**src/rtl/uart_rx_core.sv**
```systemverilog
// 16x-oversampled UART receiver (8N1) with an RX FIFO drained over io_bus.
// Define UART_RX_PARITY_EN to receive 8E1 frames with parity checking.
`timescale 1ns/1ps

module uart_rx_core #(
    parameter int BAUD_DIV   = 54,
    parameter int FIFO_DEPTH = 16
) (
    input  logic        clk,
    input  logic        rst_n,
    input  logic        io_bus_s_rd_en,
    input  logic        io_bus_s_wr_en,
    input  logic [31:0] io_bus_s_address,
    input  logic [31:0] io_bus_s_wr_data,
    output logic [31:0] rd_data,
    input  logic        uart_rx,
    output logic        rx_irq
);

    // state    | meaning
    // S_IDLE   | line idle, waiting for a falling edge
    // S_START  | qualifying the start bit at its middle
    // S_DATA   | sampling 8 data bits, LSB first
    // S_PARITY | sampling the even-parity bit (parity build only)
    // S_STOP   | sampling the stop bit, then push or flag

    localparam int PTR_W = $clog2(FIFO_DEPTH);
    localparam int CNT_W = PTR_W + 1;
    localparam int DIV_W = (BAUD_DIV > 1) ? $clog2(BAUD_DIV) : 1;

    typedef enum logic [2:0] {
        S_IDLE,
        S_START,
        S_DATA,
`ifdef UART_RX_PARITY_EN
        S_PARITY,
`endif
        S_STOP
    } state_t;

    logic             sync1_q, sync2_q, rx_prev_q;
    state_t           state_q, state_d;
    logic [DIV_W-1:0] baud_cnt_q, baud_cnt_d;
    logic [3:0]       sample_cnt_q, sample_cnt_d;
    logic [2:0]       bit_idx_q, bit_idx_d;
    logic [7:0]       shift_q, shift_d;
    logic             ovr_q, ovr_d, ferr_q, ferr_d, perr_q, perr_d;
    logic [PTR_W-1:0] wr_ptr_q, wr_ptr_d, rd_ptr_q, rd_ptr_d;
    logic [CNT_W-1:0] count_q, count_d;
    logic [31:0]      rd_data_q, rd_data_d;
    logic             irq_q, irq_d;
    logic [7:0]       mem_q [FIFO_DEPTH];
`ifdef UART_RX_PARITY_EN
    logic             par_ok_q, par_ok_d;
`endif

    logic        rx, fall, tick, mid_bit;
    logic        push_req, ferr_set, perr_set;
    logic        pop, push, full, ovr_set;
    logic [2:0]  w1c;
    logic [31:0] status_word;
    logic        unused_bits;

    assign rx      = sync2_q;
    assign fall    = rx_prev_q & ~sync2_q;
    assign tick    = (state_q != S_IDLE) && (baud_cnt_q == DIV_W'(BAUD_DIV - 1));
    assign mid_bit = tick && (sample_cnt_q == 4'd15);

    always_comb begin
        state_d      = state_q;
        baud_cnt_d   = (state_q == S_IDLE || tick) ? '0 : baud_cnt_q + DIV_W'(1);
        sample_cnt_d = tick ? sample_cnt_q + 4'd1 : sample_cnt_q;
        bit_idx_d    = bit_idx_q;
        shift_d      = shift_q;
        push_req     = 1'b0;
        ferr_set     = 1'b0;
        perr_set     = 1'b0;
`ifdef UART_RX_PARITY_EN
        par_ok_d     = par_ok_q;
`endif
        case (state_q)
            S_IDLE: begin
                sample_cnt_d = '0;
                if (fall) begin
                    state_d    = S_START;
                    baud_cnt_d = '0;
                end
            end
            S_START: begin
                if (tick && sample_cnt_q == 4'd7) begin
                    // A start bit that is high again at its middle was a glitch.
                    if (!rx) begin
                        state_d      = S_DATA;
                        sample_cnt_d = '0;
                        bit_idx_d    = '0;
                    end else begin
                        state_d = S_IDLE;
                    end
                end
            end
            S_DATA: begin
                if (mid_bit) begin
                    shift_d   = {rx, shift_q[7:1]};
                    bit_idx_d = bit_idx_q + 3'd1;
                    if (bit_idx_q == 3'd7) begin
`ifdef UART_RX_PARITY_EN
                        state_d = S_PARITY;
`else
                        state_d = S_STOP;
`endif
                    end
                end
            end
`ifdef UART_RX_PARITY_EN
            S_PARITY: begin
                if (mid_bit) begin
                    par_ok_d = (rx == ^shift_q);
                    perr_set = (rx != ^shift_q);
                    state_d  = S_STOP;
                end
            end
`endif
            S_STOP: begin
                if (mid_bit) begin
                    // Leaving at mid stop bit leaves time to catch the next start edge.
                    state_d = S_IDLE;
                    if (rx) begin
`ifdef UART_RX_PARITY_EN
                        push_req = par_ok_q;
`else
                        push_req = 1'b1;
`endif
                    end else begin
                        ferr_set = 1'b1;
                    end
                end
            end
            default: state_d = S_IDLE;
        endcase
    end

    assign full    = (count_q == CNT_W'(FIFO_DEPTH));
    assign pop     = io_bus_s_rd_en && (io_bus_s_address[3:2] == 2'd0) && (count_q != '0);
    assign push    = push_req && (!full || pop);
    assign ovr_set = push_req && full && !pop;
    assign w1c     = (io_bus_s_wr_en && io_bus_s_address[3:2] == 2'd1) ? io_bus_s_wr_data[4:2] : 3'b000;

    always_comb begin
        status_word               = '0;
        status_word[0]            = (count_q != '0);
        status_word[1]            = full;
        status_word[2]            = ovr_q;
        status_word[3]            = ferr_q;
        status_word[4]            = perr_q;
        status_word[8 +: CNT_W]   = count_q;
    end

    always_comb begin
        wr_ptr_d  = push ? wr_ptr_q + PTR_W'(1) : wr_ptr_q;
        rd_ptr_d  = pop  ? rd_ptr_q + PTR_W'(1) : rd_ptr_q;
        count_d   = count_q;
        if (push && !pop)
            count_d = count_q + CNT_W'(1);
        else if (pop && !push)
            count_d = count_q - CNT_W'(1);
        // Setting a flag takes priority over clearing it in the same cycle.
        ovr_d     = ovr_set  | (ovr_q  & ~w1c[0]);
        ferr_d    = ferr_set | (ferr_q & ~w1c[1]);
        perr_d    = perr_set | (perr_q & ~w1c[2]);
        irq_d     = (count_q != '0);
        rd_data_d = rd_data_q;
        if (io_bus_s_rd_en) begin
            case (io_bus_s_address[3:2])
                2'd0:    rd_data_d = (count_q != '0) ? {24'b0, mem_q[rd_ptr_q]} : 32'b0;
                2'd1:    rd_data_d = status_word;
                default: rd_data_d = 32'b0;
            endcase
        end
    end

    assign unused_bits = ^{io_bus_s_address[31:4], io_bus_s_address[1:0],
                           io_bus_s_wr_data[31:5], io_bus_s_wr_data[1:0]};

    always_ff @(posedge clk or negedge rst_n) begin
        if (!rst_n) begin
            sync1_q      <= 1'b1;
            sync2_q      <= 1'b1;
            rx_prev_q    <= 1'b1;
            state_q      <= S_IDLE;
            baud_cnt_q   <= '0;
            sample_cnt_q <= '0;
            bit_idx_q    <= '0;
            shift_q      <= '0;
            ovr_q        <= 1'b0;
            ferr_q       <= 1'b0;
            perr_q       <= 1'b0;
            wr_ptr_q     <= '0;
            rd_ptr_q     <= '0;
            count_q      <= '0;
            rd_data_q    <= '0;
            irq_q        <= 1'b0;
`ifdef UART_RX_PARITY_EN
            par_ok_q     <= 1'b0;
`endif
        end else begin
            sync1_q      <= uart_rx;
            sync2_q      <= sync1_q;
            rx_prev_q    <= sync2_q;
            state_q      <= state_d;
            baud_cnt_q   <= baud_cnt_d;
            sample_cnt_q <= sample_cnt_d;
            bit_idx_q    <= bit_idx_d;
            shift_q      <= shift_d;
            ovr_q        <= ovr_d;
            ferr_q       <= ferr_d;
            perr_q       <= perr_d;
            wr_ptr_q     <= wr_ptr_d;
            rd_ptr_q     <= rd_ptr_d;
            count_q      <= count_d;
            rd_data_q    <= rd_data_d;
            irq_q        <= irq_d;
`ifdef UART_RX_PARITY_EN
            par_ok_q     <= par_ok_d;
`endif
        end
    end

    always_ff @(posedge clk) begin
        if (push)
            mem_q[wr_ptr_q] <= shift_q;
    end

    assign rd_data = rd_data_q;
    assign rx_irq  = irq_q;

endmodule

```
**config.mk**
```make
export PLATFORM = sky130hd
export DESIGN_NAME = uart_rx_core
export DESIGN_NICKNAME = d
export VERILOG_FILES = /design/src/rtl/uart_rx_core.sv
export SDC_FILE = /design/constraint.sdc
export NUM_CORES = 1
export LEC_CHECK = 0
export CORE_MARGIN = 3
export CORE_UTILIZATION = 55
export CTS_BUF_LIST = sky130_fd_sc_hd__clkbuf_16
export DETAILED_ROUTE_END_ITERATION = 16
export PLACE_DENSITY_LB_ADDON = 0.15
export SLEW_MARGIN = 20
export SYNTH_ARGS = -nofsm -noshare
export SYNTH_HDL_FRONTEND = slang
export SYNTH_SLANG_ARGS = --single-unit
```
**constraint.sdc**
```tcl
create_clock -name clk -period 3.8 [get_ports clk]
set_input_delay 0.95 -clock clk [delete_from_list [all_inputs] [get_ports clk]]
set_output_delay 0.95 -clock clk [all_outputs]
set_load 0.01 [all_outputs]
```
Word level (Yosys, flattened, before mapping):

Memories as Yosys holds them, arrays and structs flattened.
Cells that the tools add are included.

* memory bits (writable): 128
* logic and storage cells: 105
* output and inout bits: 33
* bits in read-only memories: 0
* bits in latches: 0
* register bits after elaboration: 76
* memories kept: 1
* bits of input ports: 69

Memories
* mem_q: words 16, bits a word 8, read ports 1, clocked after memory_dff 0, write ports 1, RTL line 52 `logic [7:0] mem_q [FIFO_DEPTH];`

* add/sub/neg operators: 7
* equal/unequal tests: 15
* reduce and logical (&&, ||, !) cells: 25
* multiplexer cells: 31
* $lt $le $gt $ge: 0
* divide/modulo/power cells: 0
* bitwise operators: 10
* multiply operators: 0
* shift-type cells: 0

Operators with widths (number)
* 3-bit two-way mux: 9
* 13-bit case mux with 2 select lines: 1
* 6-bit two-way mux: 3
* 4-bit by 1-bit adder with 4-bit output, second input constant: 3
* 4-bit two-way mux: 3
* 2-bit inequality test, second input constant: 6
* 3-bit case mux with 4 select lines: 1
* 1-bit logical AND: 11
* 5-bit two-way mux: 2
* 1-bit two-way mux: 8
* 8-bit two-way mux: 1
* 4-bit case mux with 2 select lines: 1
* 6-bit by 1-bit adder with 6-bit output, second input constant: 1
* 3-bit by 2-bit equality test with 1-bit output, second input constant: 2
* 6-bit equality test, second input constant: 1
* 3-bit case mux with 2 select lines: 1
* 5-bit by 1-bit adder with 5-bit output, second input constant: 1
* 5-bit equality test, second input constant: 1
* 5-bit AND reduction: 1
* 5-bit nonzero test: 1
* 5-bit by 1-bit subtractor with 5-bit output, second input constant: 1
* 1-bit AND: 4
* 4-bit by 3-bit equality test with 1-bit output, second input constant: 1
* 4-bit equality test, second input constant: 1
* other kinds (15): 23

Depth between registers and ports, before layout:

Gate-level depths: netlist (run 1).

* word-level depth: 10
* depth in mapped cells: 13
* depth with buffers taken out: 13

Least setup slack after synthesis (run 1):

OpenSTA, ideal clock, no wires.

* path type: input -> register
* start: input port io_bus_s_address[3]
* end: register count_q[4]
* required time: 3720 ps
* arrival: 3170 ps
* library setup time: 80 ps
* cell stages on the path: 10
* slack: 550 ps
* path through: o311a_1 > nor4b_4 > ha_1 > inv_1 > ha_1 > nor2b_1 > o21a_1 > or3_1 > a21oi_1 > xnor2_1

* cells in the longest elaborated chain, start to end: 8
* elaborated cells on any way between the ends: 11
* those cells by class: mux (1); reduce/logical (10)

RTL lines
* start: declaration: RTL line 13 `input logic [31:0] io_bus_s_address,`
* 2-bit zero test (*): RTL line 143 `assign pop = io_bus_s_rd_en && (io_bus_s_address[3:2] == 2'd0) && (count_q != '0);`
* 1-bit logical AND (*) (2 in a row): RTL line 143
* 1-bit logical OR (*): RTL line 144 `assign push = push_req && (!full || pop);`
* 1-bit logical AND (*): RTL line 144
* net push: RTL line 59 `logic pop, push, full, ovr_set;`
* 1-bit zero test: RTL line 164 `else if (pop && !push)`
* 1-bit logical AND: RTL line 164
* 2-bit nonzero test (no line)
* end signal: assignment: RTL line 219 `count_q <= count_d;`
* end: declaration: RTL line 49 `logic [CNT_W-1:0] count_q, count_d;`

The timed path passes the listed nets; every way through them passes the cells marked *.
A chain may end at the register's enable or synchronous reset.

Final worst setup path (run 1):

* start: input port io_bus_s_rd_en
* end: register count_q[4]

* cells in the longest elaborated chain, start to end: 7
* elaborated cells on any way between the ends: 10
* those cells by class: mux (1); reduce/logical (9)

RTL lines
* start: declaration: RTL line 11 `input logic io_bus_s_rd_en,`
* 1-bit logical AND (*) (2 in a row): RTL line 143
* 1-bit logical OR (*): RTL line 144
* 1-bit logical AND (*): RTL line 144
* net push: RTL line 59
* 1-bit zero test: RTL line 164
* 1-bit logical AND: RTL line 164
* 2-bit nonzero test (no line)

Marked as above.

==> metrics.txt, run 1 <==
Setup CP Type=input port to register; final hold vios=0; worst-skew pair later-pin latency=0.42 ns; r2r setup slk=0.53 ns; worst hold-check path type=register to register; IO Port Bufs=23; R2R depth=13; commonest non-fill, non-tap cells in the layout=edfxtp_1, dfrtp_1, nor2_1; WP data arrival=3.83 ns; Leak=between 0.003 and 0.004 uW; Critical Path Start Type=input port; met2 Resource Use GR=32.5%; Initial Util=57.5%; area of the mapped netlist=between 0.007 and 0.008 mm^2; combinational share of power=16.3%; post-cts sizing count=0; # hold bufs at CTS=0; CP Capture Type=register; pin slew with the least headroom to its limit=1.04 ns; worst path bufs/invs=3; final period utilization=91.7%; Worst Clk Skew=0.00737 ns; Worst path slowest cell=clkdlybuf4s50_1; synth unique cells=56; relative slew slack=a little under a third; Mean Syn Cell Area=16.0 um^2; Post-synth ARST share=30.4%; io pins=102; CTS tree=done; number of diodes=0; VDD IR max=0.309 mV; layout cells sized above 1=18.2%; vias in the first global route=4,283; hpwl dp=about 9.5 mm; WL final=14.6 mm; met3 GRT Util=under 10%; sequential share of the synthesized area=67.3%; Die Wd=around 130 um; register bit total from synthesis=184; Worst Path Max Fanout=2; core area=about 0.014 mm^2; CP Cell Sequence=clkdlybuf4s50_1 -> inv_2 -> o311a_1 -> nor4b_4 -> ha_1 -> inv_1 -> ha_1 -> nor2b_1 -> o21a_1 -> or3_1 -> a21oi_1 -> xnor2_1; RR Startpoint=baud_cnt_q[1]$_DFF_PN0_; Period minus WS final=~3.5 ns; FILL cells=954; final setup fails=0; crit-path max cell delay=between 0.5 and 0.6 ns; largest net degree at the start of global routing=49; initial antenna violation count=0; Area growth, synth to finish=13.4%; Cell Int Power=between 3000 and 4000 uW; run status=completed; final instance area=0.00884 mm^2; detail-routed via count per cell=5.83; worst-case clock buffer depth=2; dpl ws=-0.0866 ns; Antenna Nets Post-Route=0; cell family with most CP delay=simple AND/OR/NAND/NOR gates; Net Sw Frac=27.6%; Min-Delay Startpoint=sync1_q$_DFF_PN1_; routability cong.=0.732; NetSw=1380 uW; Reg power frac=49.6%; Wirelength per Cell=slightly above 20 um; post-CTS setup buffer count=0; storage element area=0.00525 mm^2; unrepaired setup endpoints after global routing=false; Nets=621; MaxCap Viol Count=0; most common cell after layout, fill and taps aside=edfxtp_1; grt peak-use layer=met2; Slew Limit Fails=0; worst-case hold path end point=rx$_DFF_PN1_; H-tree Lvls=4; Die Y=125 um; PD cells=between 500 and 600 mW/mm^2; root buf cell=clkbuf_16; Post-synth EDFFs=128; grt total ovfl=0; Reg-to-Reg End=count_q[4]$_DFFE_PN0P_; DRT Pass-1 Iters=4; Std-Cell Rows=42; Vias=4,224; Area after DPL=0.00826 mm^2; Max Freq=0.287 GHz; met1 usage=around a quarter; worst path required time=between 4 and 5 ns; residual DRC count=0; PnR worst setup slack=between 0.3 and 0.4 ns; Num CTS Buffers=17; Multi-input gate area=0.00231 mm^2; Most used DFF post-synth=edfxtp_1; first-pass GRT wire length=23.5 mm; Ys Warns=0; Die Footprint=between 0.015 and 0.02 mm^2; Mapped Cells=488; Clock Power Share=between 30% and 40%; DRT iter0 DRCs=~340; overall routing resource usage=between 10% and 20%; clock-pin slew on the worst setup and hold paths=0.07 ns; most frequent CP cell=ha_1; Sink Count=184; Hold Path Cell Cnt=0
## sequential cells by signal, indices dropped and copies added (netlist names)
| name | count |
|---|---|
| mem_q | 128 |
| rd_data | 13 |
| shift_q | 8 |
| baud_cnt_q | 6 |
| count_q | 5 |
| rd_ptr_q | 4 |
| sample_cnt_q | 4 |
| wr_ptr_q | 4 |
| bit_idx_q | 3 |
| state_q | 2 |
| ferr_q | 1 |
| ovr_q | 1 |
| perr_q | 1 |
| rx | 1 |
| rx_irq | 1 |
| rx_prev_q | 1 |
| sync1_q | 1 |
## power groups by stage
stage	Sequential [uW]	Combinational [uW]	Clock, uW
after floorplan	2370	725	0
after global placement	2520	797	0
after detailed placement	2530	823	0
after CTS	2480	830	1740
after global routing	2510	896	1820
final	2480	818	1700
## per-stage QoR
| stage | TNS [ns] | std cells | util, % | hold WS (ns) | total power [uW] |
|---|---|---|---|---|---|
| floorplan | 0 | 506 | - | 0.345 | 3100 |
| global placement | -0.0185 | 693 | 61.0 | 0.346 | 3320 |
| detailed placement | -0.0866 | 693 | 61.0 | 0.347 | 3350 |
| CTS | 0 | 725 | 65.2 | 0.357 | 5050 |
| global route | 0 | 725 | 65.2 | 0.361 | 5230 |
| finish | 0 | 725 | 65.2 | 0.357 | 5000 |
## area by class of cell
class	instances	area share, %
inverter	10	0.424
timing repair buffer	53	5.12
clock buffer	17	4.81
clock inverter	15	1.71
sequential	184	59.4
multi-input combinational	270	26.1
tap	176	2.49
## cells in the mapped netlist, types with 4 or more instances
cell type / n / area share, %
nor3_1: 9 / 0.58
a22oi_1: 13 / 1.3
nand3_1: 20 / 1.3
xnor2_1: 11 / 1.2
buf_4: 22 / 2.1
a211oi_1: 4 / 0.39
dfrtp_1: 53 / 17
ha_1: 15 / 2.4
nor2_1: 35 / 1.7
mux4_2: 13 / 3.8
o21ai_0: 5 / 0.32
a31oi_1: 4 / 0.32
mux2_2: 12 / 1.7
mux2i_1: 5 / 0.64
xor2_1: 6 / 0.67
nand2_1: 19 / 0.91
inv_1: 9 / 0.43
nor2b_1: 8 / 0.64
clkbuf_1: 11 / 0.53
edfxtp_1: 128 / 49
a21oi_1: 12 / 0.77
mux4_1: 14 / 4.7
a221o_1: 4 / 0.51
a22o_1: 6 / 0.67
## kinds of logic (layout without fill, tap and decap cells)
logic type | Yosys count | after routing | share of synthesized area (%)
flops | 184 | 184 | 67.3
simple gates | 110 | 110 | 7.28
compound gates | 63 | 63 | 5.81
buf+inv | 52 | 95 | 4.01
mux | 45 | 45 | 11.0
xor+xnor | 17 | 17 | 1.91
fa+ha+maj | 16 | 16 | 2.66
other cells | 1 | 19 | 0.0481
## routing by layer
metal	wire length, um	vias up
met4	206	0
met3	629	20
met5	0	-
met1	6470	2166
li1	-	1934
met2	7330	104
## how the worst max path moves through the flow
stage	start	endpoint	slack, ns	cells past startpoint
3_3_place_gp	io_bus_s_rd_en	count_q[4]$_DFFE_PN0P_	-0.02	12
2_1_floorplan	io_bus_s_address[3]	count_q[4]$_DFFE_PN0P_	0.55	10
4_1_cts	io_bus_s_rd_en	count_q[4]$_DFFE_PN0P_	0.35	12
5_1_grt	io_bus_s_rd_en	count_q[4]$_DFFE_PN0P_	0.17	12
6_report	io_bus_s_rd_en	count_q[4]$_DFFE_PN0P_	0.31	12
3_5_place_dp	io_bus_s_rd_en	count_q[4]$_DFFE_PN0P_	-0.09	12
Power figures use the tool's default switching activity.
==> run 2, diff against run 1 <==
- ABC_AREA: unset -> 1
- CORE_UTILIZATION: 55 -> 46
==> metrics.txt, run 2 <==
run status=completed (unchanged); Slew Limit Fails=0 (unchanged); Nets=893 (was 621); final setup fails=0 (unchanged); Worst Clk Skew=0.0103 ns (was 0.00737 ns); most common cell in the synthesized netlist=nand2_1 (was edfxtp_1); largest area contributor in the netlist=edfxtp_1 (unchanged); cell family with most CP delay=buffers and inverters (was simple AND/OR/NAND/NOR gates); worst path bufs/invs=4 (was 3); Area after DPL=0.00859 mm^2 (was 0.00826 mm^2); PD cells=611 mW/mm^2 (was 566 mW/mm^2); Sink Count=184 (unchanged); pin slew with the least headroom to its limit=0.938 ns (was 1.04 ns); area of the mapped netlist=0.00810 mm^2 (was 0.00780 mm^2); grt total ovfl=0 (unchanged); layout cells sized above 1=9.14% (was 18.2%); Yosys top cell area share=47.4% (was 49.3%); register name with the most flops=mem_q (unchanged); Leak=0.00406 uW (was 0.00329 uW); largest net degree at the start of global routing=68 (was 49); Critical Path Start Type=input port (unchanged); worst-skew pair later-pin latency=0.43 ns (was 0.42 ns); relative slew slack=37.4% (was 30.4%); worst hold-check path type=register to register (unchanged); unrepaired setup endpoints after global routing=false (unchanged); Finished Layout Cells=1,041 (was 725); DRT Pass-1 Iters=5 (was 4); core area=0.0169 mm^2 (was 0.0136 mm^2); Wirelength per Cell=16.2 um (was 20.2 um); Initial Util=47.9% (was 57.5%); Num CTS Buffers=17 (unchanged); clock-pin slew on the worst setup and hold paths=0.07 ns (about the same); Antenna Nets Post-Route=0 (unchanged); CTS tree=done (unchanged); CP Capture Type=register (unchanged); RR Startpoint=baud_cnt_q[1]$_DFF_PN0_ (unchanged); Die Wd=139 um (was 125 um); FILL cells=1,463 (was 954); crit-path max cell delay=0.44 ns (was 0.51 ns); max reg flops=128 (unchanged); Post-synth ARST share=30.4% (unchanged); WP data arrival=3.36 ns (was 3.83 ns); Vias=5,264 (was 4,224); DRT iter0 DRCs=416 (was 336); residual DRC count=0 (unchanged); final hold vios=0 (unchanged); worst-case clock buffer depth=2 (unchanged); Die Footprint=0.0192 mm^2 (was 0.0156 mm^2); final instance area=0.00917 mm^2 (was 0.00884 mm^2); Worst Path Max Fanout=4 (was 2); routability cong.=0.805 (was 0.732); Mean Syn Cell Area=10.6 um^2 (was 16.0 um^2); Post-Place Cells=1,009 (was 693); Mapped Cells=767 (was 488); initial antenna violation count=0 (unchanged); Area growth, synth to finish=13.1% (was 13.4%); Std-Cell Rows=47 (was 42); worst path required time=4.12 ns (was 4.15 ns); io pins=102 (unchanged); setup TNS=0 ns (unchanged); register bit total from synthesis=184 (unchanged); Max Freq=0.329 GHz (was 0.287 GHz); Most used DFF post-synth=edfxtp_1 (unchanged); MaxCap Viol Count=0 (unchanged); post-CTS setup buffer count=0 (unchanged); Setup CP Type=input port to register (unchanged); post-cts sizing count=0 (unchanged); Ys Warns=0 (unchanged); number of diodes=0 (unchanged); vias in the first global route=5,041 (was 4,283); commonest non-fill, non-tap cells in the layout=nand2_1, edfxtp_1, nor2_1 (was edfxtp_1, dfrtp_1, nor2_1); PnR worst setup slack=0.761 ns (was 0.315 ns); Period minus WS final=3.04 ns (was 3.49 ns); H-tree Lvls=4 (unchanged); VDD IR max=0.425 mV (was 0.309 mV); IO Port Bufs=23 (unchanged); first-pass GRT wire length=26.9 mm (was 23.5 mm); overall routing resource usage=18.0% (was 19.7%); top cells by area, synth=edfxtp_1, dfrtp_1, nand2_1 (was edfxtp_1, dfrtp_1, mux4_1); most common cell after layout, fill and taps aside=nand2_1 (was edfxtp_1); dpl ws=0.332 ns (was -0.0866 ns); hpwl dp=11.0 mm (was 9.53 mm); detail-routed via count per cell=5.06 (was 5.83); final period utilization=80.0% (was 91.7%); synth unique cells=38 (was 56); root buf cell=clkbuf_16 (unchanged); CP Cell Sequence=clkdlybuf4s50_1 -> inv_1 -> nand2_1 -> o211ai_1 -> inv_1 -> nor2_8 -> ha_1 -> inv_1 -> ha_1 -> a21oi_1 -> o21ai_0 -> xor2_1 -> nand2_1 -> o21ai_0 (was clkdlybuf4s50_1 -> inv_2 -> o311a_1 -> nor4b_4 -> ha_1 -> inv_1 -> ha_1 -> nor2b_1 -> o21a_1 -> or3_1 -> a21oi_1 -> xnor2_1); most frequent CP cell=inv_1 (was ha_1); Post-synth EDFFs=128 (unchanged); # hold bufs at CTS=0 (unchanged); Worst path slowest cell=clkdlybuf4s50_1 (unchanged); Die Y=139 um (was 125 um); crit path launch=io_bus_s_address[2] (was io_bus_s_rd_en); sequential share of the synthesized area=64.8% (was 67.3%); Min-Delay Startpoint=sync1_q$_DFF_PN1_ (unchanged); WL final=16.9 mm (was 14.6 mm); Commonest cells post-synth=nand2_1, edfxtp_1, nor2_1 (was edfxtp_1, dfrtp_1, nor2_1)
==> run 2: changes by cell type in the layout (fill, tap and decap cells not counted), moves of 9 or more <==
| cell | delta |
|---|---|
| nand2_1 | +187 |
| nor2_1 | +48 |
| inv_1 | +47 |
| nand3_1 | +41 |
| o21ai_0 | +39 |
| mux4_1 | -14 |
| a22oi_1 | -13 |
| mux4_2 | -13 |
| mux2_2 | -12 |
| a21oi_1 | +9 |
| o211ai_1 | +9 |
==> run 2: cells by family after synthesis <==
| kind of cell | Yosys count | synth area share [%] |
|---|---|---|
| AO/OA/AOI/OAI | 77 | 5.08 |
| XOR/XNOR | 14 | 1.61 |
| adder cells (fa/ha/maj) | 16 | 2.56 |
| buffers and inverters | 102 | 5.99 |
| flip-flops | 184 | 64.8 |
| multiplexers | 1 | 0.124 |
| other | 1 | 0.0463 |
| AND/OR/NAND/NOR | 372 | 19.8 |
==> run 2: power by group <==
group | leakage (uW) | internal [uW] | switching, uW
sequential | 0.00222 | 2230 | 115
combinational | 0.00155 | 496 | 1050
clock | 0.000292 | 932 | 774
==> run 2: metrics by stage <==
| step | total power (uW) | hold slack [ns] | util [%] |
|---|---|---|---|
| after floorplan | 3480 | 0.345 | - |
| after global placement | 3910 | 0.347 | 50.7 |
| after detailed placement | 3940 | 0.355 | 50.7 |
| after CTS | 5660 | 0.363 | 54.1 |
| after global routing | 5950 | 0.366 | 54.1 |
| final | 5600 | 0.360 | 54.1 |
==> run 2: routing by layer <==
metal | vias to the layer above | routed length [um] | track usage (%)
met3 | 14 | 743 | 4.66
li1 | 2592 | - | -
met5 | - | 0 | 0
met1 | 2545 | 7730 | 24.5
met4 | 0 | 208 | 5.15
met2 | 113 | 8210 | 29.0
==> run 2: cell type report <==
cell class              count  area (um^2)  share of cell area (%)
clock inverters            13          106                    1.16
clock buffers              19          475                    5.19
well taps                 220          275                    3.00
repair buffers             46          398                    4.34
flip-flops and latches    184         5250                    57.3
multi-input cells         499         2440                    26.6
inverters                  60          226                    2.47
==> run 2: final timing paths <==
kind | end | slack (ns) | cells past startpoint
setup / recovery | count_q[4]$_DFFE_PN0P_ | 0.76 | 14
hold / removal | rx$_DFF_PN1_ | 0.36 | 0
setup reg to reg | count_q[4]$_DFFE_PN0P_ | 1.11 | 16
hold reg to reg | rx$_DFF_PN1_ | 0.36 | 0
max in group asynchronous | sync1_q$_DFF_PN1_ | 2.29 | 2
min in group asynchronous | rd_data[10]$_DFFE_PN0P_ | 0.65 | 1
